**config.mk**
```make
export PLATFORM = sky130hd
export DESIGN_NAME = posit_result_buffer
export DESIGN_NICKNAME = d
export VERILOG_FILES = /design/src/rtl/posit_pkg.sv /design/src/rtl/posit_special_override.sv /design/src/rtl/posit_result_buffer.sv
export SDC_FILE = /design/constraint.sdc
export NUM_CORES = 1
export LEC_CHECK = 0
export BUFFER_PORTS_ARGS = -buffer_cell sky130_fd_sc_hd__buf_2
export CAP_MARGIN = 20
export CORE_MARGIN = 3
export CORE_UTILIZATION = 60
export DETAILED_ROUTE_END_ITERATION = 16
export GPL_ROUTABILITY_DRIVEN = 0
export HOLD_SLACK_MARGIN = 0.15
export PLACE_DENSITY = 0.87
export SYNTH_ARGS = -nofsm -noshare
export SYNTH_HDL_FRONTEND = slang
export SYNTH_HIERARCHICAL = 1
export SYNTH_SLANG_ARGS = --single-unit
```
**constraint.sdc**
```tcl
create_clock -name clk -period 12.6 [get_ports clk]
set_clock_uncertainty 0.05 [all_clocks]
set_input_delay 0 -clock clk [delete_from_list [all_inputs] [get_ports clk]]
set_output_delay 0 -clock clk [all_outputs]
set_load 0.02 [all_outputs]
```
**src/rtl/posit_pkg.sv**
```systemverilog
// Shared posit output-path definitions: precision modes, lane activity masks,
// NaR encodings and the buffered result payload.
package posit_pkg;

  localparam int unsigned WORD_W = 32;
  localparam int unsigned LANES  = 4;

  localparam logic [1:0] PRE_P8  = 2'b00;
  localparam logic [1:0] PRE_P16 = 2'b01;
  localparam logic [1:0] PRE_P32 = 2'b10;

  localparam logic [7:0]  NAR8  = 8'h80;
  localparam logic [15:0] NAR16 = 16'h8000;
  localparam logic [31:0] NAR32 = 32'h8000_0000;

  typedef struct packed {
    logic [WORD_W-1:0] data;
    logic [1:0]        pre;
    logic              nar_any;
  } result_t;

  // Flag indices that carry meaning in each mode (the lane's sign slot).
  function automatic logic [LANES-1:0] lane_mask(input logic [1:0] pre);
    case (pre)
      PRE_P8:  lane_mask = 4'b1111;
      PRE_P16: lane_mask = 4'b1010;
      default: lane_mask = 4'b1000;
    endcase
  endfunction

endpackage

```
**src/rtl/posit_special_override.sv**
```systemverilog
// Applies per-lane zero/NaR overrides to a packed posit result word.
module posit_special_override
  import posit_pkg::*;
(
  input  logic [1:0]        pre,
  input  logic [WORD_W-1:0] res,
  input  logic [LANES-1:0]  zero,
  input  logic [LANES-1:0]  nar,
  output logic [WORD_W-1:0] data,
  output logic              nar_any,
  output logic [2:0]        nar_lanes
);

  logic [LANES-1:0] nar_act;
  logic [LANES-1:0] zero_act;

  assign nar_act  = nar & lane_mask(pre);
  assign zero_act = zero & lane_mask(pre);

  // NaR wins over zero on the same lane.
  always_comb begin
    data = res;
    case (pre)
      PRE_P8: begin
        for (int i = 0; i < 4; i++) begin
          if (nar_act[i])       data[8*i +: 8] = NAR8;
          else if (zero_act[i]) data[8*i +: 8] = 8'h00;
        end
      end
      PRE_P16: begin
        for (int i = 0; i < 2; i++) begin
          if (nar_act[2*i+1])       data[16*i +: 16] = NAR16;
          else if (zero_act[2*i+1]) data[16*i +: 16] = 16'h0000;
        end
      end
      default: begin
        if (nar_act[3])       data = NAR32;
        else if (zero_act[3]) data = '0;
      end
    endcase
  end

  assign nar_any   = |nar_act;
  assign nar_lanes = 3'(nar_act[0]) + 3'(nar_act[1]) + 3'(nar_act[2]) + 3'(nar_act[3]);

endmodule

```
**src/rtl/posit_result_buffer.sv**
```systemverilog
// Posit FMA output stage: special-case override at push, small valid/ready FIFO,
// registered head outputs and a saturating NaR lane counter.
module posit_result_buffer
  import posit_pkg::*;
#(
  parameter int unsigned DEPTH = 4,
  parameter int unsigned TAG_W = 4,
  parameter int unsigned CNT_W = 16
) (
  input  logic                     clk,
  input  logic                     rst,
  input  logic                     in_valid,
  output logic                     in_ready,
  input  logic [1:0]               in_pre,
  input  logic [WORD_W-1:0]        in_res,
  input  logic [LANES-1:0]         in_zero,
  input  logic [LANES-1:0]         in_nar,
  input  logic [TAG_W-1:0]         in_tag,
  output logic                     out_valid,
  input  logic                     out_ready,
  output logic [WORD_W-1:0]        out_data,
  output logic [1:0]               out_pre,
  output logic [TAG_W-1:0]         out_tag,
  output logic                     out_nar_any,
  output logic [$clog2(DEPTH):0]   count,
  output logic [CNT_W-1:0]         nar_cnt,
  input  logic                     nar_clr
);

  localparam int unsigned PTR_W = $clog2(DEPTH);
  localparam int unsigned OCC_W = PTR_W + 1;
  localparam int unsigned SUM_W = CNT_W + 1;

  result_t          mem     [DEPTH];
  logic [TAG_W-1:0] tag_mem [DEPTH];

  logic [PTR_W-1:0] wr_ptr, rd_ptr, rd_ptr_n;
  logic [OCC_W-1:0] count_n;
  logic             push, pop, head_is_new;

  logic [WORD_W-1:0] ov_data;
  logic              ov_nar_any;
  logic [2:0]        ov_nar_lanes;
  result_t           new_entry;

  result_t           head_n;
  logic [TAG_W-1:0]  head_tag_n;
  logic [SUM_W-1:0]  nar_sum;
  logic [CNT_W-1:0]  nar_cnt_n;

  posit_special_override u_override (
    .pre       (in_pre),
    .res       (in_res),
    .zero      (in_zero),
    .nar       (in_nar),
    .data      (ov_data),
    .nar_any   (ov_nar_any),
    .nar_lanes (ov_nar_lanes)
  );

  assign push      = in_valid & in_ready;
  assign pop       = out_valid & out_ready;
  assign new_entry = '{data: ov_data, pre: in_pre, nar_any: ov_nar_any};

  assign rd_ptr_n    = rd_ptr + PTR_W'(pop);
  assign count_n     = count + OCC_W'(push) - OCC_W'(pop);
  // The pushed entry lands at the head when nothing else remains after the pop.
  assign head_is_new = push & (count == OCC_W'(pop));

  // Next-cycle head view so the out_* ports can be registered.
  always_comb begin
    head_n     = '0;
    head_tag_n = '0;
    if (count_n != '0) begin
      if (head_is_new) begin
        head_n     = new_entry;
        head_tag_n = in_tag;
      end else begin
        head_n     = mem[rd_ptr_n];
        head_tag_n = tag_mem[rd_ptr_n];
      end
    end
  end

  // Saturating NaR lane accumulation; clear takes priority.
  always_comb begin
    nar_sum   = {1'b0, nar_cnt} + SUM_W'(ov_nar_lanes);
    nar_cnt_n = nar_cnt;
    if (nar_clr)      nar_cnt_n = '0;
    else if (push)    nar_cnt_n = nar_sum[CNT_W] ? {CNT_W{1'b1}} : nar_sum[CNT_W-1:0];
  end

  // Storage is only observable through count/pointers, so it needs no reset.
  always_ff @(posedge clk) begin
    if (push) begin
      mem[wr_ptr]     <= new_entry;
      tag_mem[wr_ptr] <= in_tag;
    end
  end

  always_ff @(posedge clk or posedge rst) begin
    if (rst) begin
      wr_ptr      <= '0;
      rd_ptr      <= '0;
      count       <= '0;
      in_ready    <= 1'b1;
      out_valid   <= 1'b0;
      out_data    <= '0;
      out_pre     <= '0;
      out_tag     <= '0;
      out_nar_any <= 1'b0;
      nar_cnt     <= '0;
    end else begin
      wr_ptr      <= wr_ptr + PTR_W'(push);
      rd_ptr      <= rd_ptr_n;
      count       <= count_n;
      in_ready    <= (count_n < OCC_W'(DEPTH));
      out_valid   <= (count_n != '0);
      out_data    <= head_n.data;
      out_pre     <= head_n.pre;
      out_tag     <= head_tag_n;
      out_nar_any <= head_n.nar_any;
      nar_cnt     <= nar_cnt_n;
    end
  end

endmodule
```
==> metrics.cfg, run 1 <==
[outcome]
outcome = finished clean

[drt]
drc_errors = 0
via_count = 5577
totalWireLength_um = 21550
postRouteAntennaNets = 0
drt_iter0_markers = 731
dr.pass1.iters = 5
viasPerCell = 6.515
wl_per_cell_um = 25.17

[setup_path]
cp_data_arrival_time_ns = 4.18
worst_setup_path_start_kind = flip-flop
critical_path.max_fanout = 39
end_kind = flip-flop
critPathRequiredTime_ns = 12.98
crit_type = flip-flop to flip-flop

[job]
drv_cap = 0

[timing]
rsz0062_at_grt = false
fin_crit_sh = 0.3020
tns_ns = 0
worstMarginPinSlew_ns = 1.053
setup_viol = 0
fin_crit_ns = 3.805
hold_viol = 0
max_slew_margin = 0.2981
fmax_mhz = 262.8
finalMaxSlewViolations = 0

[yosys]
seq_area_frac_synth = 0.7155
synth_top_family_by_area = multiplexers
synth_area_sq_um = 8787
synthArstFlopShare = 0.2909
synth_simple_gate_area_frac = 0.06066
synthTopCellsByArea = edfxtp_1, dfrtp_1, mux4_2, a22o_1, nor2b_1
synth_common_cells = edfxtp_1, dfrtp_1, a22o_1, mux4_2, nor2b_1
synthMuxAreaShare = 0.1011
synth-adder-area-share = 0.01680
syn_nets = 555
syn-instance-count = 494
synth_top_cell_area_share = 0.5331
yosys.area.top_type = edfxtp_1
synth_edf_count = 156
synth-xor-area-share = 0.008686
syn-mean-instance-area_sq_um = 17.79
synth_seq_cells = 220
synth-main-ff-cell = edfxtp_1
yosysWarnings = 6
synth.most_common_cell = edfxtp_1
synth_cell_type_count = 50
synth_compound_area_frac = 0.07945

[clock_tree]
clock_path_buffers = 3
clkLatencyLatePin_ns = 0.50
cts_sinks = 220
post_cts_resized = 0
cts_buffers = 22
cts_tree = done
root_buffer = clkbuf_16
h-tree-depth = 1
clk_pin_slew_ns = 0.07

[hold_path]
hold_class = input port to flip-flop

[floorplan]
core_sq_um = 14100
start_util = 0.6234
rows = 43
dieArea_sq_um = 16130
io_pins = 111
die_h_um = 127.0
fp.dieW_um = 127.0

[power]
power.leakage_nw = 4.258
p_total_w = 0.002560
p_per_area_nw_per_um2 = 237.1
ir_drop_mv = 0.1452

[layout]
antennaDiodeCount = 0
register_area_sq_um = 6287
n_fill_cell = 782
num-nets-final = 722
syn_to_final_growth_pct = 22.88
fin_cells = 856
drive_gt1_frac = 0.3033
multi_input_area_sq_um = 2411

[place]
port_buffers = 110
dp_hpwl_um = 11200
dp_cells = 768

[global_routing]
grt_pass1_vias = 5702
grt_max_degree = 65
grt_overflow_total = 0
grt_use_total = 0.2738
antenna_found_initial = 0
grt_pass1_wl_um = 33620

cell usage in the layout, fill, tap and decap left out, types with 4 or more instances in the layout:
master / instances
clkbuf_1: 5
edfxtp_1: 156
a21oi_1: 11
nand3_1: 4
inv_1: 12
a22o_1: 39
nor3_1: 8
mux4_2: 39
nand2_1: 10
nor4_1: 4
o21ai_0: 4
and2_1: 9
dfrtp_1: 63
a211oi_1: 5
clkbuf_8: 5
buf_4: 6
clkbuf_16: 22
ha_1: 6
a21o_1: 6
nor2b_1: 22
a311oi_1: 5
nor2_1: 17
dlygate4sd3_1: 49
a31oi_1: 5
buf_2: 110
area by class of cell:
cell class                 instances  area share
clock buffer                      32     0.05910
clock inverter                     7    0.009386
sequential                       220      0.5823
inverter                          13    0.004519
timing repair buffer             165      0.1006
multi-input combinational        239      0.2233
tap                              180     0.02086
worst paths after layout:
kind | end | slack (ns) | startpoint | cells after the start
max in group asynchronous | out_data[11] | 11.70 | rst | 4
worst max register to register | out_data[0] | 8.80 | in_ready | 10
worst min-delay path | out_data[23] | 0.19 | in_zero[2] | 5
worst min register to register | nar_cnt[10] | 0.52 | nar_cnt[10] | 1
min in group asynchronous | out_tag[2] | 0.26 | rst | 4
worst max-delay path | out_data[0] | 8.80 | in_ready | 10
repair_timing:
action                     in CTS  in global routing
setup endpoints to repair       0                  0
hold buffers                   49                  0
hold endpoints to repair      275                  0
setup buffers                   0                  0
routing by layer:
metal,global-route usage,wire length (um),vias up
met1,0.3727,7709,2797
met2,0.4530,11000,395
met3,0.04891,1978,79
li1,-,-,2306
met4,0.1003,860,0
met5,0,0,-
power breakdown:
| part | internal (W) | switching, W |
|---|---|---|
| Clock | 0.000394 | 0.000271 |
| Sequential | 0.000947 | 0.0000684 |
| Combinational | 0.000392 | 0.000488 |
| Total | 0.00173 | 0.000827 |
critical path, cell delays in order (launching register included):
cell and delay [ns]:
dfstp_2 0.56, nand2_1 0.26, inv_1 0.50, xnor2_1 0.18, ha_1 0.16, inv_1 0.05
fa_1 0.38, xor3_1 0.49, nor3_2 0.10, and4b_4 0.72, a22o_1 0.26
flip-flops by register name (all words and copies together), names as in the netlist, 2 cells and up:
register  count
rd_ptr        2
out_data     32
nar_cnt      16
count         3
out_pre       2
out_tag       4
mem         140
wr_ptr        2
tag_mem      16
metrics by stage:
step	hold slack [ns]	instance area (sq um)	worst slack, ns	utilization
floorplan	0.04887	8787	8.520	-
global placement	0.1812	9568	9.149	0.6788
detailed placement	0.1927	9568	8.898	0.6788
CTS	0.1513	10800	8.840	0.7660
global route	0.1921	10800	8.603	0.7660
finish	0.1865	10800	8.795	0.7660
cells by family after synthesis:
family | after synthesis
flops | 220
simple gates | 94
compound gates | 88
buf+inv | 35
mux | 40
fa+ha+maj | 10
xor+xnor | 7
Power figures use the tool's default switching activity.
==> run 2, diff against run 1 <==
--- a/config.mk
+++ b/config.mk
@@ -5,14 +5,15 @@
 export SDC_FILE = /design/constraint.sdc
 export NUM_CORES = 1
 export LEC_CHECK = 0
+export ABC_AREA = 1
 export BUFFER_PORTS_ARGS = -buffer_cell sky130_fd_sc_hd__buf_2
 export CAP_MARGIN = 20
 export CORE_MARGIN = 3
-export CORE_UTILIZATION = 60
+export CORE_UTILIZATION = 53
 export DETAILED_ROUTE_END_ITERATION = 16
 export GPL_ROUTABILITY_DRIVEN = 0
 export HOLD_SLACK_MARGIN = 0.15
-export PLACE_DENSITY = 0.87
+export PLACE_DENSITY = 0.81
 export SYNTH_ARGS = -nofsm -noshare
 export SYNTH_HDL_FRONTEND = slang
 export SYNTH_HIERARCHICAL = 1
==> constraint.sdc (replaced) <==
create_clock -name clk -period 3.13 [get_ports clk]
set_clock_uncertainty 0.05 [all_clocks]
set_input_delay 0 -clock clk [delete_from_list [all_inputs] [get_ports clk]]
set_output_delay 0 -clock clk [all_outputs]
set_load 0.02 [all_outputs]
==> metrics.cfg, run 2 <==
[drt]
totalWireLength_um = 22570
wl_per_cell_um = 16.64
viasPerCell = 5.431
drt_iter0_markers = 633
via_count = 7365
drc_errors = 0
postRouteAntennaNets = 0
dr.pass1.iters = 7

[yosys]
syn-instance-count = 947
synth_compound_area_frac = 0.07708
synth_simple_gate_area_frac = 0.1884
synth_seq_cells = 220
yosys.area.top_type = edfxtp_1
yosysWarnings = 6
synthMuxAreaShare = 0
synthArstFlopShare = 0.2909
synth.most_common_cell = nand2_1
synthTopCellsByArea = edfxtp_1, dfrtp_1, nand2_1, o211ai_1, inv_1
synth-xor-area-share = 0.007031
synth_top_family_by_area = simple AND/OR/NAND/NOR gates
synth_edf_count = 156
synth_cell_type_count = 33
seq_area_frac_synth = 0.6423
synth-adder-area-share = 0.01508
syn-mean-instance-area_sq_um = 10.34
synth-main-ff-cell = edfxtp_1
syn_nets = 1008
synth_common_cells = nand2_1, edfxtp_1, inv_1
synth_top_cell_area_share = 0.4786
synth_area_sq_um = 9788

[layout]
final_cell_mix = nand2_1, edfxtp_1, inv_1
largest_reg_flops = 140
mostFrequentLayoutCell = nand2_1
top_register = mem
n_fill_cell = 1370
reg.largest.list = mem x140, out_data x32
syn_to_final_growth_pct = 21.60
antennaDiodeCount = 0
fin_cells = 1356
drive_gt1_frac = 0.1642
num-nets-final = 1172
stdcell_area_sq_um = 11900
final_core_util = 0.6604

[floorplan]
start_util = 0.5430
dieArea_sq_um = 20130
core_sq_um = 18020
io_pins = 111
rows = 49
die_h_um = 141.9
fp.dieW_um = 141.9

[setup_path]
end_kind = flip-flop
reg2reg_depth = 10
worst_setup_path_start_kind = input port
endpoint = nar_cnt[7]
critical_path.max_fanout = 18
reg2reg_slack_ns = 0.62
crit_type = input port to flip-flop
r2r_start = in_ready
cp_data_arrival_time_ns = 3.26
critPathRequiredTime_ns = 3.47
worstSetupStartpoint = in_pre[1]
r2r_end = out_data[15]

[place]
dpl_cell_area_sq_um = 10660
dp_slack_ns = 0.1989
port_buffers = 110
dp_hpwl_um = 13550
dp_cells = 1261

[global_routing]
grt_overflow_total = 0
grt_pass1_wl_um = 36040
grt_max_degree = 79
grt_pass1_vias = 7146
grt_use_total = 0.2247
antenna_found_initial = 0

[clock_tree]
clk_pin_slew_ns = 0.06
cts_sinks = 220
h-tree-depth = 1
clock_path_buffers = 3
cts_tree = done
root_buffer = clkbuf_16
clkLatencyLatePin_ns = 0.51
cts_buffers = 23

[power]
ir_drop_mv = 0.6445
power.leakage_nw = 5.443
p_per_area_nw_per_um2 = 914.3

[timing]
rsz0062_at_grt = false
setup_viol = 0
finalWorstSetupSlack_ns = 0.2024
finalMaxSlewViolations = 0
fin_crit_ns = 2.928
hold_viol = 0
worstMarginPinSlew_ns = 1.018
fmax_mhz = 341.6
max_slew_margin = 0.3185
fin_crit_sh = 0.9353

[job]
drv_cap = 0

[hold_path]
hold_class = input port to flip-flop

[outcome]
outcome = finished clean

run 2: changes by cell type after synthesis, moves of 21 or more:
cell | before | now
nor2b_1 | 22 | 0
a22o_1 | 39 | 0
mux4_2 | 39 | 0
nor2_1 | 19 | 118
o211ai_1 | 1 | 82
nand4_1 | 2 | 23
nand2_1 | 10 | 213
nand3_1 | 4 | 62
inv_1 | 13 | 121
run 2: how the worst min path moves through the flow:
stage,startpoint,to,slack (ns),cells past startpoint
2_1_floorplan,in_pre[0],mem[0][1],0.05,0
3_3_place_gp,in_tag[0],tag_mem[1][0],0.19,1
3_5_place_dp,rst,out_tag[0],0.0006,2
4_1_cts,in_tag[1],tag_mem[0][1],0.22,2
5_1_grt,in_tag[0],tag_mem[2][0],0.23,2
6_report,in_tag[0],tag_mem[1][0],0.23,2
run 2: per-layer routing:
layer  wire, um  vias to the layer above  track usage
met5          0                        -            0
met4        493                        0      0.06515
met3       1504                       38      0.03000
met2      11380                      272       0.3912
met1       9183                     3536       0.2968
li1           -                     3519            -
run 2: cell type report:
type                       count  area (sq um)  area share
clock buffer                  32         629.4     0.05287
clock inverter                 9         70.07    0.005887
inverter                     123         461.7     0.03879
multi-input combinational    561          2867      0.2408
sequential                   220          6287      0.5282
tap                          229         286.5     0.02407
timing repair buffer         182          1301      0.1093
run 2: critical path: stages:
cell           delay [ns]
dlygate4sd3_1        0.54
buf_2                0.18
nor2_2               0.15
buf_4                0.24
nand2_1              0.19
inv_1                0.13
fa_1                 0.43
ha_1                 0.22
fa_1                 0.41
nand2_1              0.08
nand2_1              0.06
nand2_1              0.11
nor2_2               0.08
nand2_4              0.15
nand2_1              0.07
o21ai_0              0.16
nand2_1              0.06
run 2: cells by family after synthesis:
group                    count (synthesis)
XOR/XNOR                                 7
adder cells (fa/ha/maj)                 10
flip-flops                             220
buffers and inverters                  166
AND/OR/NAND/NOR                        437
AO/OA/AOI/OAI                          107
run 2: through the flow:
step                      hold WS (ns)  total power [W]  TNS (ns)
after global placement          0.1858         0.008184         0
after detailed placement     0.0006381         0.008342         0
after global routing            0.2279          0.01161         0
after floorplan                0.04887         0.007012   -123.33
after CTS                       0.2203          0.01095         0
final                           0.2286          0.01088         0
run 2: timing repair:
action,CTS,global route
gates resized for setup,0,1
hold buffers,54,0
endpoints found under the setup margin,0,2
setup buffers,0,0
hold endpoints to repair,285,0
run 2: where the power goes:
| group | switching (W) | internal [W] |
|---|---|---|
| registers | 0.000196 | 0.00383 |
| logic | 0.00290 | 0.00143 |
| clock network | 0.00105 | 0.00148 |
| total | 0.00414 | 0.00674 |
==> run 3, diff against run 2 <==
==> constraint.sdc (replaced) <==
create_clock -name clk -period 2.6 [get_ports clk]
set_clock_uncertainty 0.05 [all_clocks]
set_input_delay 0 -clock clk [delete_from_list [all_inputs] [get_ports clk]]
set_output_delay 0 -clock clk [all_outputs]
set_load 0.02 [all_outputs]
==> metrics.cfg, run 3 (synthesized netlist as in run 2, its figures left out) <==
[timing]
fin_crit_ns = 2.434
worstMarginPinSlew_ns = 0.8015
finalMaxSlewViolations = 0
fin_crit_sh = 0.9361
hold_viol = 0
fmax_mhz = 410.9
rsz0062_at_grt = false
setup_viol = 0
max_slew_margin = 0.4637
tns_ns = 0

[setup_path]
r2r_end = out_data[3]
crit_slowest_cell = dlygate4sd3_1
cp_data_arrival_time_ns = 2.80
crit_chain = dlygate4sd3_1, buf_2, buf_4, nor2_1, nand3_1, nand2_1, inv_1, nand2_1, dlygate4sd3_1, nor2_1, nor2_1
cp.depth = 11
worst_setup_path_start_kind = input port
critical_path.max_fanout = 9
critPathMostFrequentCell = nor2_1
path_delay_family = buffers and inverters
end_kind = flip-flop
path_buf_inv = 5
reg2reg_depth = 10
critPathRequiredTime_ns = 2.97
crit_type = input port to flip-flop
worstSetupStartpoint = in_nar[3]
r2r_start = in_ready
endpoint = out_data[7]
crit_path_max_incr_delay_ns = 0.64
reg2reg_slack_ns = 0.24

[layout]
stdcell_area_sq_um = 12210
drive_gt1_frac = 0.1796
num-nets-final = 1203
register_area_sq_um = 6287
top_register = mem
syn_to_final_growth_pct = 24.77
mostFrequentLayoutCell = nand2_1
reg.largest.list = mem x140, out_data x32
final_cell_mix = nand2_1, edfxtp_1, inv_1
final_core_util = 0.6776
largest_reg_flops = 140
multi_input_area_sq_um = 2904
n_fill_cell = 1265

[hold_path]
hold_class = input port to flip-flop

[drt]
drc_errors = 0
viasPerCell = 5.467
via_count = 7588
wl_per_cell_um = 16.82
dr.pass1.iters = 6
postRouteAntennaNets = 0
totalWireLength_um = 23350
drt_iter0_markers = 731

[clock_tree]
h-tree-depth = 1
clock_path_buffers = 3
root_buffer = clkbuf_16
cts_tree = done
clk_pin_slew_ns = 0.06
clkLatencyLatePin_ns = 0.50
cts_buffers = 22
cts_sinks = 220

[floorplan]
fp.dieW_um = 141.9
rows = 49
start_util = 0.5430
core_sq_um = 18020
dieArea_sq_um = 20130
io_pins = 111
die_h_um = 141.9

[power]
p_total_w = 0.01313
power.leakage_nw = 5.582
ir_drop_mv = 0.9173
p_per_area_nw_per_um2 = 1075

[outcome]
outcome = finished clean

[place]
dp_hpwl_um = 13510
port_buffers = 110
dpl_cell_area_sq_um = 10860

[global_routing]
grt_use_total = 0.2339
grt_pass1_vias = 7608
antenna_found_initial = 0
grt_max_degree = 86
grt_overflow_total = 0
grt_pass1_wl_um = 37960

[job]
drv_cap = 0

==> run 3: cell count changes in the layout (fill, tap and decap cells not counted), moves of 2 or more <==
cell / previous run / this run
nor3_4: 1 / 5
dlygate4sd3_1: 54 / 66
buf_4: 12 / 30
nor3_2: 4 / 0
clkbuf_8: 2 / 0
buf_12: 6 / 8
clkinv_2: 4 / 7
clkinv_1: 3 / 5
clkbuf_1: 7 / 4
==> run 3: per-stage QoR <==
step	cells	hold slack, ns	setup slack [ns]
floorplan	947	0.04887	-0.1468
global placement	1281	0.08474	-0.1500
detailed placement	1281	0.09949	-0.2696
CTS	1387	0.1788	0.1179
global route	1387	0.2276	0.007105
finish	1388	0.2133	0.1661
==> run 3: cell type report <==
cell class,count,share of cell area
diodes,1,0.0002049
clock buffers,27,0.04836
clock inverters,13,0.006864
inverters,123,0.03780
multi-input cells,561,0.2378
flip-flops and latches,220,0.5148
well taps,229,0.02346
repair buffers,214,0.1307
==> run 3: power by group <==
| part | internal, W | switching (W) |
|---|---|---|
| registers | 0.00461 | 0.000263 |
| clock network | 0.00171 | 0.00127 |
| logic | 0.00177 | 0.00351 |
==> run 3: tightest hold or removal path: stages <==
cell     delay, ns
buf_2         0.09
nor2_2        0.04
buf_4         0.20
o21ai_0       0.16
nor2_1        0.08
==> run 3: worst min path at each step <==
stage,depth (start not counted),startpoint,slack [ns],end
detailed placement,2,rst,0.1,out_data[9]
CTS,5,in_pre[0],0.18,mem[2][21]
finish,5,in_pre[0],0.21,mem[0][23]
global placement,2,rst,0.08,out_data[9]
global route,5,in_pre[0],0.23,mem[2][21]
floorplan,0,in_pre[0],0.05,mem[0][1]
==> run 3: metal layers <==
| layer | routed length (um) | vias to the layer above | global-route usage |
|---|---|---|---|
| met5 | 0 | - | 0 |
| met4 | 527 | 0 | 0.07828 |
| met1 | 9075 | 3577 | 0.3104 |
| li1 | - | 3577 | - |
| met2 | 11770 | 382 | 0.3952 |
| met3 | 1972 | 52 | 0.03876 |
==> run 3: repair_timing <==
item | CTS | global route
setup endpoints to repair | 0 | 6
gates resized for setup | 0 | 4
setup buffers | 0 | 0
hold endpoints to repair | 284 | 0
hold buffers | 66 | 0
